File: src/rtl/uart_ctrl_pkg.sv
// Shared definitions for the UART control blocks (TX arbiter, planned RX dispatcher).
// Contents: FSM state encodings, default byte width, constant clog2 helper.
package uart_ctrl_pkg;

  typedef logic [1:0] state_t;

  localparam state_t IDLE      = 2'd0;
  localparam state_t START     = 2'd1;
  localparam state_t WAIT_DONE = 2'd2;

  localparam int DEFAULT_DATA_W = 8;

  // Ceiling log2, usable in parameter and localparam expressions.
  function automatic int clog2(input int value);
    int result;
    result = 0;
    while ((1 << result) < value) result++;
    return result;
  endfunction

endpackage

File: src/rtl/rr_arbiter.sv
// Combinational round-robin picker.
// Ports:
//   req       - request vector, one bit per lane
//   pointer   - lane served last; search starts at pointer+1 and wraps
//   grant     - one-hot winner (all zero when no request)
//   grant_idx - index of the winner
//   any       - at least one request present
module rr_arbiter
  import uart_ctrl_pkg::*;
#(
  parameter int  NUM_REQ = 4,
  localparam int ID_W    = clog2(NUM_REQ)
) (
  input  logic [NUM_REQ-1:0] req,
  input  logic [ID_W-1:0]    pointer,
  output logic [NUM_REQ-1:0] grant,
  output logic [ID_W-1:0]    grant_idx,
  output logic               any
);

  int            sum;
  logic [ID_W-1:0] idx;

  always_comb begin
    grant     = '0;
    grant_idx = '0;
    any       = 1'b0;
    sum       = 0;
    idx       = '0;
    // Offsets 1..NUM_REQ: the lane at the pointer itself is checked last.
    for (int k = 1; k <= NUM_REQ; k++) begin
      sum = int'(pointer) + k;
      if (sum >= NUM_REQ) sum = sum - NUM_REQ;
      idx = ID_W'(sum);
      if (!any && req[idx]) begin
        any        = 1'b1;
        grant[idx] = 1'b1;
        grant_idx  = idx;
      end
    end
  end

endmodule

File: src/rtl/uart_tx_arbiter.sv
// Shares one UART transmitter between NUM_REQ byte producers with round-robin
// arbitration, sequences each transfer and watches for a stuck transmitter.
// Ports:
//   clk, reset          - system clock, async active-high reset
//   req, req_data       - per-lane request level and byte (lane i at [i*DATA_W +: DATA_W])
//   grant, owner        - one-cycle one-hot accept pulse, index of current/last owner
//   tx_start, tx_data   - start pulse and held byte towards the UART TX datapath
//   tx_busy, tx_done    - transmitter status and end-of-stop-bit pulse
//   err_clr, timeout_err- clear input and sticky watchdog flag
//
// state     | meaning
// IDLE      | waiting for a request while the transmitter is free
// START     | byte latched, grant pulsing; tx_start issued at the closing edge
// WAIT_DONE | transmitter shifting; timer running until tx_done or timeout
module uart_tx_arbiter
  import uart_ctrl_pkg::*;
#(
  parameter int  NUM_REQ = 4,
  parameter int  DATA_W  = DEFAULT_DATA_W,
  parameter int  TIMEOUT = 2048,
  localparam int ID_W    = clog2(NUM_REQ)
) (
  input  logic                      clk,
  input  logic                      reset,
  input  logic [NUM_REQ-1:0]        req,
  input  logic [NUM_REQ*DATA_W-1:0] req_data,
  output logic [NUM_REQ-1:0]        grant,
  output logic [ID_W-1:0]           owner,
  output logic                      tx_start,
  output logic [DATA_W-1:0]         tx_data,
  input  logic                      tx_busy,
  input  logic                      tx_done,
  input  logic                      err_clr,
  output logic                      timeout_err
);

  // One extra bit so the counter can never wrap before the compare.
  localparam int TMR_W = clog2(TIMEOUT) + 1;

  state_t              state;
  logic [ID_W-1:0]     pointer;
  logic [TMR_W-1:0]    timer;

  logic [NUM_REQ-1:0]  win_onehot;
  logic [ID_W-1:0]     win_idx;
  logic                win_any;
  logic [DATA_W-1:0]   lane_data [NUM_REQ];

  for (genvar g = 0; g < NUM_REQ; g++) begin : g_lane
    assign lane_data[g] = req_data[g*DATA_W +: DATA_W];
  end

  rr_arbiter #(.NUM_REQ(NUM_REQ)) u_rr (
    .req       (req),
    .pointer   (pointer),
    .grant     (win_onehot),
    .grant_idx (win_idx),
    .any       (win_any)
  );

  always_ff @(posedge clk or posedge reset) begin
    if (reset) begin
      state       <= IDLE;
      pointer     <= ID_W'(NUM_REQ - 1);
      timer       <= '0;
      grant       <= '0;
      owner       <= '0;
      tx_start    <= 1'b0;
      tx_data     <= '0;
      timeout_err <= 1'b0;
    end else begin
      grant    <= '0;
      tx_start <= 1'b0;
      // A timeout below overrides this clear in the same cycle.
      if (err_clr) timeout_err <= 1'b0;

      case (state)
        IDLE: begin
          if (win_any && !tx_busy) begin
            tx_data <= lane_data[win_idx];
            owner   <= win_idx;
            grant   <= win_onehot;
            state   <= START;
          end
        end
        START: begin
          tx_start <= 1'b1;
          timer    <= '0;
          state    <= WAIT_DONE;
        end
        WAIT_DONE: begin
          timer <= timer + 1'b1;
          if (tx_done) begin
            pointer <= owner;
            state   <= IDLE;
          end else if (timer == TMR_W'(TIMEOUT - 1)) begin
            timeout_err <= 1'b1;
            pointer     <= owner;
            state       <= IDLE;
          end
        end
        default: state <= IDLE;
      endcase
    end
  end

endmodule
File: config.mk
export PLATFORM = sky130hd
export DESIGN_NAME = uart_tx_arbiter
export DESIGN_NICKNAME = d
export VERILOG_FILES = /design/src/rtl/uart_ctrl_pkg.sv /design/src/rtl/rr_arbiter.sv /design/src/rtl/uart_tx_arbiter.sv
export SDC_FILE = /design/constraint.sdc
export NUM_CORES = 1
export LEC_CHECK = 0
export CAP_MARGIN = 20
export CORE_ASPECT_RATIO = 0.6
export CORE_MARGIN = 4
export CORE_UTILIZATION = 34
export CTS_CLUSTER_DIAMETER = 100
export DETAILED_ROUTE_END_ITERATION = 7
export HOLD_SLACK_MARGIN = 0.1
export PLACE_DENSITY = 0.66
export RECOVER_POWER = 50
export SLEW_MARGIN = 40
export SYNTH_ARGS = -nofsm -noshare
export SYNTH_HDL_FRONTEND = slang
export SYNTH_SLANG_ARGS = --single-unit
File: constraint.sdc
create_clock -name clk -period 4.85 [get_ports clk]
set_input_delay 1.455 -clock clk [delete_from_list [all_inputs] [get_ports clk]]
set_output_delay 1.455 -clock clk [all_outputs]
set_load 0.03 [all_outputs]
# Yosys cells after proc, flatten, opt, wreduce, memory -nomap -nowiden
# Index checks and enable logic that the tools add are counted.
[op_classes]
n_eq_ne = 5
n_bitwise = 4
add_sub_neg = 9
n_reduce_logical = 18
mux = 49
magnitude_cmp = 13
[ops]
columns = ["operator", "n"]
rows = [
  ["2-to-1 mux 2 bit", 13],
  ["2-to-1 mux 4 bit", 6],
  ["one-hot mux 12 bit (2 select lines)", 1],
  ["2-to-1 mux 1 bit", 17],
  ["binary-select mux 8 bit (select 2 bit)", 1],
  ["2-to-1 mux 8 bit", 2],
  ["adder 12 x 1 -> 12 bit (second input constant)", 1],
  ["equality test 12 x 11 -> 1 bit (second input constant)", 1],
  [">= comparator 3 bit (second input constant)", 4],
  ["less-than comparator 2 x 3 -> 1 bit (second input constant)", 4],
  ["bitwise OR 4 bit", 3],
  ["binary-select mux 1 bit (select 2 bit)", 4],
  ["demux 1 bit (select 2 bit)", 4],
  [">= comparator 2 x 1 -> 1 bit (second input constant)", 4],
  ["logical AND 1 bit", 8],
  ["subtractor 2 x 1 -> 2 bit (second input constant)", 4],
  ["adder 2 x 2 -> 3 bit (second input constant)", 2],
  ["one-hot mux 2 bit (3 select lines)", 1],
  ["AND reduction 2 bit", 3],
  ["adder 2 x 3 -> 4 bit (second input constant)", 1],
  [">= comparator 4 x 3 -> 1 bit (second input constant)", 1],
  ["zero test 1 bit", 4],
  ["nonzero test 2 bit", 2],
  ["adder 2 x 1 -> 3 bit (second input constant)", 1],
  ["other kinds (6)", 6],
]
[word_totals]
reg_bits = 32
elab_cells = 106
out_inout_bits = 16

# Longest topological paths before layout
# Gate-level depths: netlist of the first run.
[depth]
ltp_word = 19
mapped_depth = 13

# Hierarchy
# From an unflattened synthesis of the first run, not the netlist that was laid out.
[hier_totals]
hier_cells = 207
area_unflattened_um2 = 2188.3
[modules_own_cells]
columns = ["module", "seq_area_each_um2", "area_per_inst_um2", "n_inst", "cells_per_inst"]
rows = [
  ["uart_tx_arbiter", 803.3, 1662.8, 1, 139],
  ["rr_arbiter", 0.0, 525.5, 1, 68],
]

# Least setup slack after synthesis of the first run
# Ideal clock, no wire load.
[synth_timing]
path_kind = "input to register"
startpoint = "input req[0]"
endpoint = "register tx_data[0]"
setup_slack_ns = 1.672
required_ns = 4.718
t_arrival_ns = 3.046
n_path_buf = 3
setup_time_ns = 0.132
path_stages = 9
cell_sequence = "mux4_2 > nor2b_4 > buf_6 > nor2_2 > o22a_1 > buf_6 > buf_6 > mux2i_1 > o221ai_2"
[synth_between]
elab_chain_len = 16
elab_cells_between_ends = 28
[synth_lines]
columns = ["item", "line", "text"]
rows = [
  ["start: declaration", "uart_tx_arbiter.sv:25", "input logic [NUM_REQ-1:0] req,"],
  ["binary-select mux 1 bit (select 2 bit)", "rr_arbiter.sv:35", "if (!any && req[idx]) begin"],
  ["2-to-1 mux 1 bit (not written as such)", "rr_arbiter.sv:35", ""],
  ["2-to-1 mux 1 bit", "rr_arbiter.sv:35", ""],
  ["zero test 1 bit", "rr_arbiter.sv:35", ""],
  ["logical AND 1 bit", "rr_arbiter.sv:35", ""],
  ["2-to-1 mux 1 bit", "rr_arbiter.sv:35", ""],
  ["zero test 1 bit", "rr_arbiter.sv:35", ""],
  ["logical AND 1 bit", "rr_arbiter.sv:35", ""],
  ["2-to-1 mux 1 bit", "rr_arbiter.sv:35", ""],
  ["zero test 1 bit", "rr_arbiter.sv:35", ""],
  ["logical AND 1 bit", "rr_arbiter.sv:35", ""],
  ["2-to-1 mux 2 bit", "rr_arbiter.sv:35", ""],
  ["inverter 2 -> 3 bit (not written as such)", "uart_tx_arbiter.sv:80", "tx_data <= lane_data[win_idx];"],
  ["binary-select mux 8 bit (select 2 bit)", "uart_tx_arbiter.sv:80", ""],
  ["2-to-1 mux 8 bit (not written as such) (2 in series)", "uart_tx_arbiter.sv:80", ""],
  ["end signal: assignment", "uart_tx_arbiter.sv:80", ""],
  ["end: declaration", "uart_tx_arbiter.sv:30", "output logic [DATA_W-1:0] tx_data,"],
]
# Several ways; a longest one is shown, not always the timed one. The select of a mux whose other input is x is not followed.
# A chain may end at the register's enable or synchronous reset.

# Worst setup path after layout of the first run
[layout_timing]
startpoint = "input req[1]"
endpoint = "register tx_data[2]"
# Same word-level chain as after synthesis.

==> summary.md, run 1 <==
| Metric | Value |
|---|---|
| Status | complete, no violations |
| Final min period | 3760 ps |
| Final hold violation count | 0 |
| Layout cell share with drive strength beyond 1 | 11.8% |
| First drt pass iteration count | 4 |
| Fmax | 0.266 GHz |
| Mapped Cells | about 210 |
| Setup violators final | 0 |
| Asr flop ratio synth | 100% |
| Multi-input gate area | between 1000 and 1500 um2 |
| Register area share after synthesis | 38.1% |
| CP peak stage delay | 630 ps |
| Core area | 5780 um2 |
| Root Driver | clkbuf_8 |
| Cell area after synthesis | 2110 um2 |
| CP max-delay cell | mux4_2 |
| Peak supply drop | 0.000179 V |
| Worst hold path endpoint | tx_data[5] |
| Final weighted congestion in routability-driven placement | 0.828 |
| Clk Latency, worst-skew pair | ~280 ps |
| CTS Buffer Depth | 2 |
| Die width | 110 um |
| Crit Path Max Fanout | 17 |
| Die Area | 7560 um2 |
| Rows | 21 |
| Area Overhead vs Synth | 32.8% |
| Synth Net Count | between 200 and 300 |
| Die height | 69.0 um |
| Fillers | 536 |
| Post-synth EDFFs | 0 |
| H-Tree Depth | 2 |
| FF+latch area | 803 um2 |
| Critical Path, Cell by Cell | clkdlybuf4s50_1 -> mux4_2 -> nor4_1 -> or3b_1 -> buf_4 -> nand2b_1 -> o221ai_2 |
| Ports | 57 |
| DRC | 0 |
| DP HPWL | 3680 um |
| Initial antenna violation count | 0 |
| Routed wire length | 4810 um |
| Largest family of logic cells by synthesized area | simple AND/OR/NAND/NOR gates |
| TritonCTS Sinks | 32 |
| Buffers on Ports | 56 |
| Resized cells post-CTS | 0 |
| Post-CTS setup buffers | 0 |
| Worst flop-to-flop path endpoint | tx_data[2] |
| DRC marker count from the first detailed-route iteration | 65 |
| Reg2reg setup slack | 1490 ps |
| Buf/Inv on CP | 2 |
| Crit. End Element | flop |
| Syn_area_per_cell | 10.1 um2 |
| Pwr/cell area | approximately 580 nW/um2 |
| Post-CTS Hold Fix Bufs | 0 |
| Max_cap viols | 0 |
| Slew headroom | approximately 47% |
| WL per Instance | 14.0 um |
| Prevailing post-synth register cell | dfrtp_1 |
| Synth Area in Adders | slightly above 7% |
| Final period utilization | between 70% and 80% |
| Origin of the critical flop-to-flop path | pointer[0] |
| Vias in the first global route | 1,597 |
| Antenna Cells | 0 |
| CP top delay family | simple AND/OR/NAND/NOR gates |
| Unrepaired setup endpoints after global routing | no |
| Starting Density | 36.5% |
| CTS Buf Count | 5 |
| WS Path Type | primary input to flop |
| Warnings from Yosys | 0 |
| Critical path data arrival time | 3910 ps |
| Final cell count without fillers | 343 |
| Tot Pwr | 1.61 mW |
| Number of synthesized register bits | 32 |
| Post-route antenna net violation count | 0 |
| Slew @ Worst Pin | 796 ps |
| Worst setup SP type | primary input |
| Worst EP required | 5000 ps |
| Vias per cell | approximately 4.9 |
| Hold Path Origin | tx_data[5] |
| Post-synthesis xor/xnor area fraction | 2.91% |
| CTS clk-pin slew, worst paths | 70 ps |
| Setup TNS | 0 ps |
| Clock skew | roughly 6.6 ps |
| Leakage power | about 1.1 nW |
| Synth cell types | 39 |
| Post-Place Cells | 335 |
| Compound-Gate Fraction of Synth Area | 15.0% |
| GRT Total Usage | 13.2% |
| Grt ovf | 0 |
| Slew Limit Fails | 0 |
| CTS tree | built |
| Fin nets | 315 |
| Synth Area in Simple Gates | 15.5% |
| Multiplexer area fraction after synthesis | 14.8% |
| Pin count of the biggest net entering global routing | 23 |
| Worst reg-to-reg path cell count | 8 |
| Tightest Hold Check Type | flop to flop |
| Worst Hold Depth | 2 |
| Via count | approximately 1,700 |
| First-pass GRT wire length | 7800 um |
==> cells by family after synthesis <==
logic type / Yosys count
AND/OR/NAND/NOR: 72
AO/OA/AOI/OAI: 36
flip-flops: 32
multiplexers: 27
buffers and inverters: 23
adder cells (fa/ha/maj): 12
XOR/XNOR: 7
==> cell usage in the layout (no fill, tap or decap), types with 3 or more instances in the layout <==
master,instances
mux4_2,3
dfrtp_1,30
inv_1,10
mux2i_1,20
ha_1,12
o21ai_0,9
a22oi_1,4
nor2_1,22
a221oi_1,4
clkdlybuf4s50_1,54
xnor2_1,5
clkbuf_8,5
o221ai_2,8
nand2_1,27
nor3_1,3
mux2_2,4
nand3_1,7
==> power by group <==
group | switching, mW | total, mW | internal (mW)
registers | 0.0645 | 0.410 | 0.346
clock network | 0.105 | 0.257 | 0.152
logic | 0.528 | 0.945 | 0.417
==> worst max path at each step <==
stage                       from    endpoint  slack, ps  depth (start not counted)
after floorplan           req[0]  tx_data[0]       1670                          9
after global routing      req[1]  tx_data[7]        920                          7
after CTS                 req[1]  tx_data[3]       1070                          7
after detailed placement  req[1]  tx_data[3]        770                          7
final                     req[1]  tx_data[2]       1090                          7
after global placement    req[2]  tx_data[6]        870                          7
==> cell usage after synthesis, drive strengths merged, types with 3 or more instances <==
cell | instances | area share [%]
a221oi | 4 | 1.7
a22oi | 4 | 1.4
buf | 9 | 4.0
clkbuf | 4 | 0.71
dfrtp | 30 | 36
ha | 12 | 7.1
inv | 10 | 1.8
mux2 | 4 | 2.1
mux2i | 20 | 9.5
mux4 | 3 | 3.2
nand2 | 27 | 4.8
nand3 | 7 | 1.7
nor2 | 23 | 4.2
nor2b | 3 | 1.2
nor3 | 3 | 0.71
o21ai | 9 | 2.1
o221ai | 8 | 5.7
xnor2 | 5 | 2.1
==> worst register-to-register path: stages (launching register included) <==
cell and delay, ps:
dfstp_2 750, inv_1 210, ha_1 470, mux4_2 470, nor4_1 330, or3b_1 160, buf_4 200, nand2b_1 460
o221ai_2 170
==> state kept, by name (all words and copies together), names as in the netlist <==
| signal | count |
|---|---|
| tx_data | 8 |
| timeout_err | 1 |
| timer | 12 |
| grant | 4 |
| state | 2 |
| pointer | 2 |
| tx_start | 1 |
| owner | 2 |
==> stage by stage <==
stage          hold WS [ps]  util [%]  instance area (um2)  worst slack, ps
2_1_floorplan           474         -                 2110             1670
3_3_place_gp            479      46.5                 2690              867
4_1_cts                 494      48.5                 2800             1070
5_1_grt                 505      48.4                 2800              916
6_report                492      48.4                 2800             1090
3_5_place_dp            472      46.5                 2690              768
==> area by class of cell <==
cell class,instances,share of cell area [%]
multi-input cells,154,41.7
well taps,80,3.58
inverters,10,1.34
repair buffers,59,20.7
clock buffers,5,2.46
clock inverters,3,1.52
flip-flops and latches,32,28.7
==> layer usage <==
metal | wire length (um) | share of wire [%] | track usage (%)
met2 | 2020 | 42 | 19.8
met5 | 0 | 0 | 0
met4 | 17 | 0.35 | 2.80
met3 | 338 | 7.0 | 3.91
met1 | 2440 | 51 | 18.9
(Power assumes the default switching activity.)
==> inputs of run 2 (changes only) <==
--- a/config.mk
+++ b/config.mk
@@ -12,7 +12,7 @@
 export CTS_CLUSTER_DIAMETER = 100
 export DETAILED_ROUTE_END_ITERATION = 7
 export HOLD_SLACK_MARGIN = 0.1
-export PLACE_DENSITY = 0.66
+export PLACE_DENSITY = 0.68
 export RECOVER_POWER = 50
 export SLEW_MARGIN = 40
 export SYNTH_ARGS = -nofsm -noshare
==> constraint.sdc (replaced) <==
create_clock -name clk -period 3.3 [get_ports clk]
set_input_delay 0.99 -clock clk [delete_from_list [all_inputs] [get_ports clk]]
set_output_delay 0.99 -clock clk [all_outputs]
set_load 0.03 [all_outputs]
==> run 2 against run 1 <==
  * The run now ends with capacitance limit, slew limit left
  * Non-clock buffer count grew 7
  * Clock skew hardly changed
  * Critical path depth unchanged
  * Count of clock-buffer cells in the layout up 1
  * Register-to-register slack worse by 1000 ps
  * Routed wire length grew 1.5%
  * Die area did not move
  * Worst setup slack worse by 780 ps
  * Core utilization up 1.3 points
  * Hold slack got worse by 1.3 ps
  * Largest power group unchanged
==> summary.md, run 2 (synthesis results as in run 1) <==
| Metric | Value |
|---|---|
| Routed wire length | 4880 um (was 4810 um) |
| CTS Buffer Depth | 2 (unchanged) |
| Ports | 57 (unchanged) |
| Max_cap viols | 1 (was 0) |
| Vias in the first global route | 1,634 (was 1,597) |
| Fmax | around 0.33 GHz |
| Most common cell after layout, fill and taps aside | clkdlybuf4s50_1 (unchanged) |
| Origin of the critical flop-to-flop path | pointer[1] (was pointer[0]) |
| Top Metal Used | met4 (unchanged) |
| CTS tree | built (unchanged) |
| Switching share of power | 41.6% (was 43.3%) |
| Reg2reg setup slack | 480 ps (was 1490 ps) |
| Clk pwr share | 15.1% (was 15.9%) |
| Final period utilization | just over 90% |
| CTS Buf Count | 5 (unchanged) |
| Final instance area | 2870 um2 (was 2800 um2) |
| TritonCTS Sinks | 32 (unchanged) |
| Met3 routed wirelength | 381 um (was 338 um) |
| Setup violators final | 0 (unchanged) |
| Area Overhead vs Synth | 36.3% (was 32.8%) |
| Hold Path Origin | tx_data[0] (was tx_data[5]) |
| Crit Path Max Fanout | 16 (was 17) |
| Peak supply drop | 0.000299 V (was 0.000179 V) |
| Comb power frac | 61.7% (was 58.6%) |
| Core area | 5780 um2 (unchanged) |
| Pwr/cell area | 857 nW/um2 (was 576 nW/um2) |
| Final hold violation count | 0 (unchanged) |
| WS Path Type | primary input to flop (unchanged) |
| Critical path data arrival time | 3150 ps (was 3910 ps) |
| Final cell count without fillers | 350 (was 343) |
| Multi-input gate area | 1170 um2 (unchanged) |
| Rows | 21 (unchanged) |
| Post-route antenna net violation count | 0 (unchanged) |
| DP HPWL | 3760 um (was 3680 um) |
| Initial antenna violation count | 0 (unchanged) |
| Slew @ Worst Pin | 1770 ps (was 796 ps) |
| Layout Utilization | 49.7% (was 48.4%) |
| Regs by FF count | timer: 12 flops, tx_data: 8 flops, grant: 4 flops (unchanged) |
| CTS clk-pin slew, worst paths | 60 ps (was 70 ps) |
| Root Driver | clkbuf_8 (unchanged) |
| Slew headroom | -17.8% (was 46.9%) |
| H-Tree Depth | 2 (unchanged) |
| Worst setup path startpoint | req[1] (unchanged) |
| Clock skew | 6.18 ps (was 6.57 ps) |
| Die width | 110 um (unchanged) |
| Status | complete, but fails checks (was complete, no violations) |
| FF+latch area | 803 um2 (unchanged) |
| Crit. End Element | flop (unchanged) |
| Flop pwr share | 23.2% (was 25.4%) |
| Post-CTS Hold Fix Bufs | 0 (unchanged) |
| Slew Limit Fails | 33 (was 0) |
| First drt pass iteration count | 4 (unchanged) |
| Worst setup margin | 312 ps (was 1090 ps) |
| Antenna Cells | 0 (unchanged) |
| Pre-CTS WS | 20.7 ps (was 768 ps) |
| WL per Instance | 13.9 um (was 14.0 um) |
| Worst reg-to-reg path cell count | 9 (was 8) |
| Area of placed instances | 2770 um2 (was 2690 um2) |
| Most frequent cells in the layout | clkdlybuf4s50_1 (55), dfrtp_1 (30), nand2_1 (27) (was clkdlybuf4s50_1 (54), dfrtp_1 (30), nand2_1 (27)) |
| Die Area | 7560 um2 (unchanged) |
| Resized cells post-CTS | 0 (unchanged) |
| Max reg flops | 12 (unchanged) |
| Buffers on Ports | 56 (unchanged) |
| Worst Hold Depth | 2 (unchanged) |
| Routed wl met2 | 2050 um (was 2020 um) |
| Post-Place Cells | 342 (was 335) |
| Die height | 69.0 um (unchanged) |
| Tightest Hold Check Type | flop to flop (unchanged) |
| Fillers | 526 (was 536) |
| Leakage power | 1.19 nW (was 1.15 nW) |
| DRC marker count from the first detailed-route iteration | 67 (was 65) |
| Layout cell share with drive strength beyond 1 | 13.7% (was 11.8%) |
| Pin count of the biggest net entering global routing | 33 (was 23) |
| Setup TNS | 0 ps (unchanged) |
| Post-CTS setup buffers | 0 (unchanged) |
| Via count | 1,692 (was 1,664) |
| Vias per cell | 4.83 (was 4.85) |
| Worst setup SP type | primary input (unchanged) |
| Failing checks | capacitance limit, slew limit |
| Fin nets | 322 (was 315) |
| Psw | 1.02 mW (was 0.697 mW) |
| Clk Latency, worst-skew pair | 290 ps (was 280 ps) |
| Final min period | 2990 ps |
| Grt ovf | 0 (unchanged) |
| Starting Density | 36.5% (unchanged) |
| Internal power | 1.44 mW (was 0.915 mW) |
| Worst EP required | 3460 ps (was 5000 ps) |
| Unrepaired setup endpoints after global routing | no (unchanged) |
| Final weighted congestion in routability-driven placement | 0.807 (was 0.828) |
| DRC | 0 (unchanged) |
| GRT Total Usage | 13.5% (was 13.2%) |
| Reg with most FFs | timer (unchanged) |
| Met1 WL | 2390 um (was 2440 um) |
| First-pass GRT wire length | 7860 um (was 7800 um) |
[run 2: critical path, stage by stage]
cell and delay [ps]:
clkdlybuf4s50_1 480, mux4_2 610, o21ba_2 270, o22a_1 180
buf_12 180, mux2i_1 290, o221ai_2 130
[run 2: path summary, 6_finish.rpt]
kind / end
setup reg to reg: tx_data[1]
setup / recovery: tx_data[7]
hold / removal: tx_data[0]
hold reg to reg: tx_data[0]
min in group asynchronous: tx_data[4]
max in group asynchronous: tx_data[6]
[run 2: cell type report]
type	count	area share, %
Multi-Input combinational cell	154	40.6
Sequential cell	32	28.0
Timing Repair Buffer	66	22.9
Tap cell	80	3.49
Clock buffer	6	2.53
Inverter	10	1.31
Clock inverter	2	1.22
[run 2: power groups by stage]
stage                     logic (mW)  clock network, mW  registers (mW)
after CTS                       1.53              0.384           0.573
final                           1.52              0.371           0.571
after detailed placement        1.53                  0           0.578
after floorplan                0.971                  0           0.732
after global routing            1.66              0.405           0.586
after global placement          1.50                  0           0.581
[run 2: routing by layer]
metal	vias up	track usage, %
li1	857	-
met1	782	18.6
met3	7	4.37
met5	-	0
met4	0	4.98
met2	46	19.9
[run 2: through the flow]
step | power [mW] | hold slack, ps
finish | 2.46 | 491
global route | 2.65 | 520
CTS | 2.49 | 497
detailed placement | 2.11 | 478
global placement | 2.08 | 479
floorplan | 1.70 | 474
==> inputs of run 3 (changes only) <==
--- a/config.mk
+++ b/config.mk
@@ -5,16 +5,19 @@
 export SDC_FILE = /design/constraint.sdc
 export NUM_CORES = 1
 export LEC_CHECK = 0
+export ABC_AREA = 1
 export CAP_MARGIN = 20
 export CORE_ASPECT_RATIO = 0.6
 export CORE_MARGIN = 4
 export CORE_UTILIZATION = 34
 export CTS_CLUSTER_DIAMETER = 100
 export DETAILED_ROUTE_END_ITERATION = 7
+export GPL_ROUTABILITY_DRIVEN = 1
 export HOLD_SLACK_MARGIN = 0.1
-export PLACE_DENSITY = 0.68
+export PLACE_DENSITY = 0.67
 export RECOVER_POWER = 50
 export SLEW_MARGIN = 40
 export SYNTH_ARGS = -nofsm -noshare
 export SYNTH_HDL_FRONTEND = slang
+export SYNTH_HIERARCHICAL = 1
 export SYNTH_SLANG_ARGS = --single-unit
==> run 3 against run 2 <==
  * The flow still finishes with violations (capacitance limit, slew limit)
  * Routed wire length is 9.8% higher
  * Global-route usage is 0.71 points higher
  * Worst setup slack better by 280 ps
  * Area after synthesis is 4.8% higher
  * Sequential share of layout area is 1.0 points lower
  * Critical path type unchanged
  * Largest cell class unchanged
  * Highest routed layer unchanged
==> summary.md, run 3 <==
| Metric | Value |
|---|---|
| Post-CTS setup buffers | 0 (unchanged) |
| Grt ovf | 0 (unchanged) |
| Number of synthesized register bits | 32 (unchanged) |
| Ports | 57 (unchanged) |
| Commonest cells post-synth | nand2_1 (71), nor2_1 (40), dfrtp_1 (30), inv_1 (26), nand3_1 (22) (was dfrtp_1 (30), nand2_1 (27), nor2_1 (22), mux2i_1 (20), ha_1 (12)) |
| First-pass GRT wire length | 9160 um (was 7860 um) |
| Clock skew | 8.77 ps (was 6.18 ps) |
| Tightest Hold Check Type | flop to flop (unchanged) |
| Final hold violation count | 0 (unchanged) |
| Antenna Cells | 0 (unchanged) |
| Mapped Cells | 298 (was 209) |
| Failing checks | capacitance limit, slew limit (unchanged) |
| Slew Limit Fails | 33 (unchanged) |
| Most frequent cells in the layout | nand2_1 (72), clkdlybuf4s50_1 (55), nor2_1 (40) (was clkdlybuf4s50_1 (55), dfrtp_1 (30), nand2_1 (27)) |
| Asr flop ratio synth | 100% (unchanged) |
| Status | complete, but fails checks (unchanged) |
| Top cell type's share of synthesized area | 34.0% (was 35.6%) |
| Setup violators final | 0 (unchanged) |
| Clk Latency, worst-skew pair | 290 ps (about the same) |
| Resized cells post-CTS | 0 (unchanged) |
| Post-CTS Hold Fix Bufs | 0 (unchanged) |
| Leakage power | 1.39 nW (was 1.19 nW) |
| Fin nets | 414 (was 322) |
| TritonCTS Sinks | 32 (unchanged) |
| Area Overhead vs Synth | 34.9% (was 36.3%) |
| First drt pass iteration count | 4 (unchanged) |
| Unrepaired setup endpoints after global routing | no (unchanged) |
| Ranking of synthesized cells by area | dfrtp_1 (34%), nand2_1 (12%), ha_1 (7.4%) (was dfrtp_1 (36%), mux2i_1 (9.5%), ha_1 (7.1%)) |
| Crit Path Max Fanout | 17 (was 16) |
| Via count | 2,109 (was 1,692) |
| Slew headroom | -16.1% (was -17.8%) |
| WS Path Type | primary input to flop (unchanged) |
| Routed wire length | 5360 um (was 4880 um) |
| Reg with most FFs | timer (unchanged) |
| Pin count of the biggest net entering global routing | 33 (unchanged) |
| Worst setup SP type | primary input (unchanged) |
| Peak supply drop | 0.000386 V (was 0.000299 V) |
| Warnings from Yosys | 6 (was 0) |
| Final period utilization | 82.1% (was 90.5%) |
| CTS clk-pin slew, worst paths | 60 ps (about the same) |
| Post-synth EDFFs | 0 (unchanged) |
| DRC marker count from the first detailed-route iteration | 91 (was 67) |
| Initial antenna violation count | 0 (unchanged) |
| Most common cell after layout, fill and taps aside | nand2_1 (was clkdlybuf4s50_1) |
| Register area share after synthesis | 36.4% (was 38.1%) |
| Layout cell share with drive strength beyond 1 | 11.9% (was 13.7%) |
| Synth cell types | 31 (was 39) |
| WL per Instance | 12.0 um (was 13.9 um) |
| Crit. End Element | flop (unchanged) |
| Pwr/cell area | 902 nW/um2 (was 857 nW/um2) |
| Vias in the first global route | 1,946 (was 1,634) |
| CTS tree | built (unchanged) |
| DRC | 0 (unchanged) |
| Fmax | 0.369 GHz (was 0.335 GHz) |
| Die height | 70.4 um (was 69.0 um) |
| CTS Buf Count | 5 (unchanged) |
| Slew @ Worst Pin | 1740 ps (was 1770 ps) |
| Core area | 6190 um2 (was 5780 um2) |
| Setup TNS | 0 ps (unchanged) |
| Root Driver | clkbuf_8 (unchanged) |
| Critical path data arrival time | 2880 ps (was 3150 ps) |
| Regs by FF count | timer: 12 flops, tx_data: 8 flops, grant: 4 flops (unchanged) |
| DP HPWL | 4270 um (was 3760 um) |
| Die Area | 7890 um2 (was 7560 um2) |
| Largest area contributor in the netlist | dfrtp_1 (unchanged) |
| Max reg flops | 12 (unchanged) |
| CTS Buffer Depth | 2 (unchanged) |
| Cell area after synthesis | 2210 um2 (was 2110 um2) |
| Die width | 112 um (was 110 um) |
| Final weighted congestion in routability-driven placement | 0.924 (was 0.807) |
| Final min period | 2710 ps (was 2990 ps) |
| Syn_area_per_cell | 7.41 um2 (was 10.1 um2) |
| Top-count cell post-synth | nand2_1 (was dfrtp_1) |
| Worst EP required | 3470 ps (was 3460 ps) |
| Vias per cell | 4.74 (was 4.83) |
| GRT Total Usage | 14.3% (was 13.5%) |
| Post-route antenna net violation count | 0 (unchanged) |
| Final Hold Slack | 482 ps (was 491 ps) |
| Buffers on Ports | 56 (unchanged) |
| Max_cap viols | 1 (unchanged) |
| Synth Net Count | 352 (was 262) |
| H-Tree Depth | 2 (unchanged) |
| Reg2reg setup slack | 690 ps (was 480 ps) |
| Prevailing post-synth register cell | dfrtp_1 (unchanged) |
| Rows | 22 (was 21) |
| Starting Density | 35.7% (was 36.5%) |
## run 3: logic make-up (layout without fill, tap and decap cells)
family	after synthesis	in the layout	share of synthesized area, %
adder cells (fa/ha/maj)	13	13	7.37
AND/OR/NAND/NOR	165	165	35.9
flip-flops	32	32	36.4
buffers and inverters	38	101	7.08
AO/OA/AOI/OAI	50	50	13.3
## run 3: layout make-up
| class | count | area [um2] |
|---|---|---|
| clock buffer | 6 | 72.6 |
| tap | 84 | 105 |
| inverter | 32 | 123 |
| clock inverter | 2 | 35.0 |
| timing repair buffer | 61 | 594 |
| multi-input combinational | 228 | 1250 |
| fill | 624 | 3210 |
| sequential | 32 | 803 |
## run 3: worst paths after layout
check | start | endpoint | cells past startpoint
hold / removal | tx_data[1] | tx_data[1] | 2
max in group asynchronous | reset | timer[1] | 3
hold reg to reg | tx_data[1] | tx_data[1] | 2
min in group asynchronous | reset | timer[6] | 3
setup / recovery | req[1] | tx_data[2] | 12
setup reg to reg | pointer[1] | tx_data[2] | 13
## run 3: per-stage QoR
step           std cells  setup WS (ps)  power (mW)  util (%)  area [um2]
3_5_place_dp         437            303        2.33      46.5        2880
6_report             445            591        2.69      48.1        2980
5_1_grt              445            228        2.96      48.1        2980
2_1_floorplan        298            896        1.82         -        2210
3_3_place_gp         437            352        2.32      46.5        2880
4_1_cts              445            607        2.72      48.2        2990
## run 3: report_power, final
group	internal, mW	switching (mW)	leakage, nW
sequential	0.515	0.0991	0.418
combinational	0.629	1.08	0.919
clock	0.224	0.146	0.0552
## run 3: critical path: stages
cell and delay [ps]:
clkdlybuf4s50_1 490, nand2_1 70, nand3_1 130, nand2_4 110, nor2_2 220, nor2_1 80
a21oi_2 210, inv_2 160, o21ai_0 200, o22ai_1 100, nand2_1 70, nand2_1 50
## run 3: layer usage
layer  vias up  track usage (%)  part of all wire (%)
met1       945             19.5                    49
met3         5             6.58                   8.4
met2        63             20.5                    41
li1       1096                -                     -
met5         -                0                     0
met4         0             3.20                  0.99
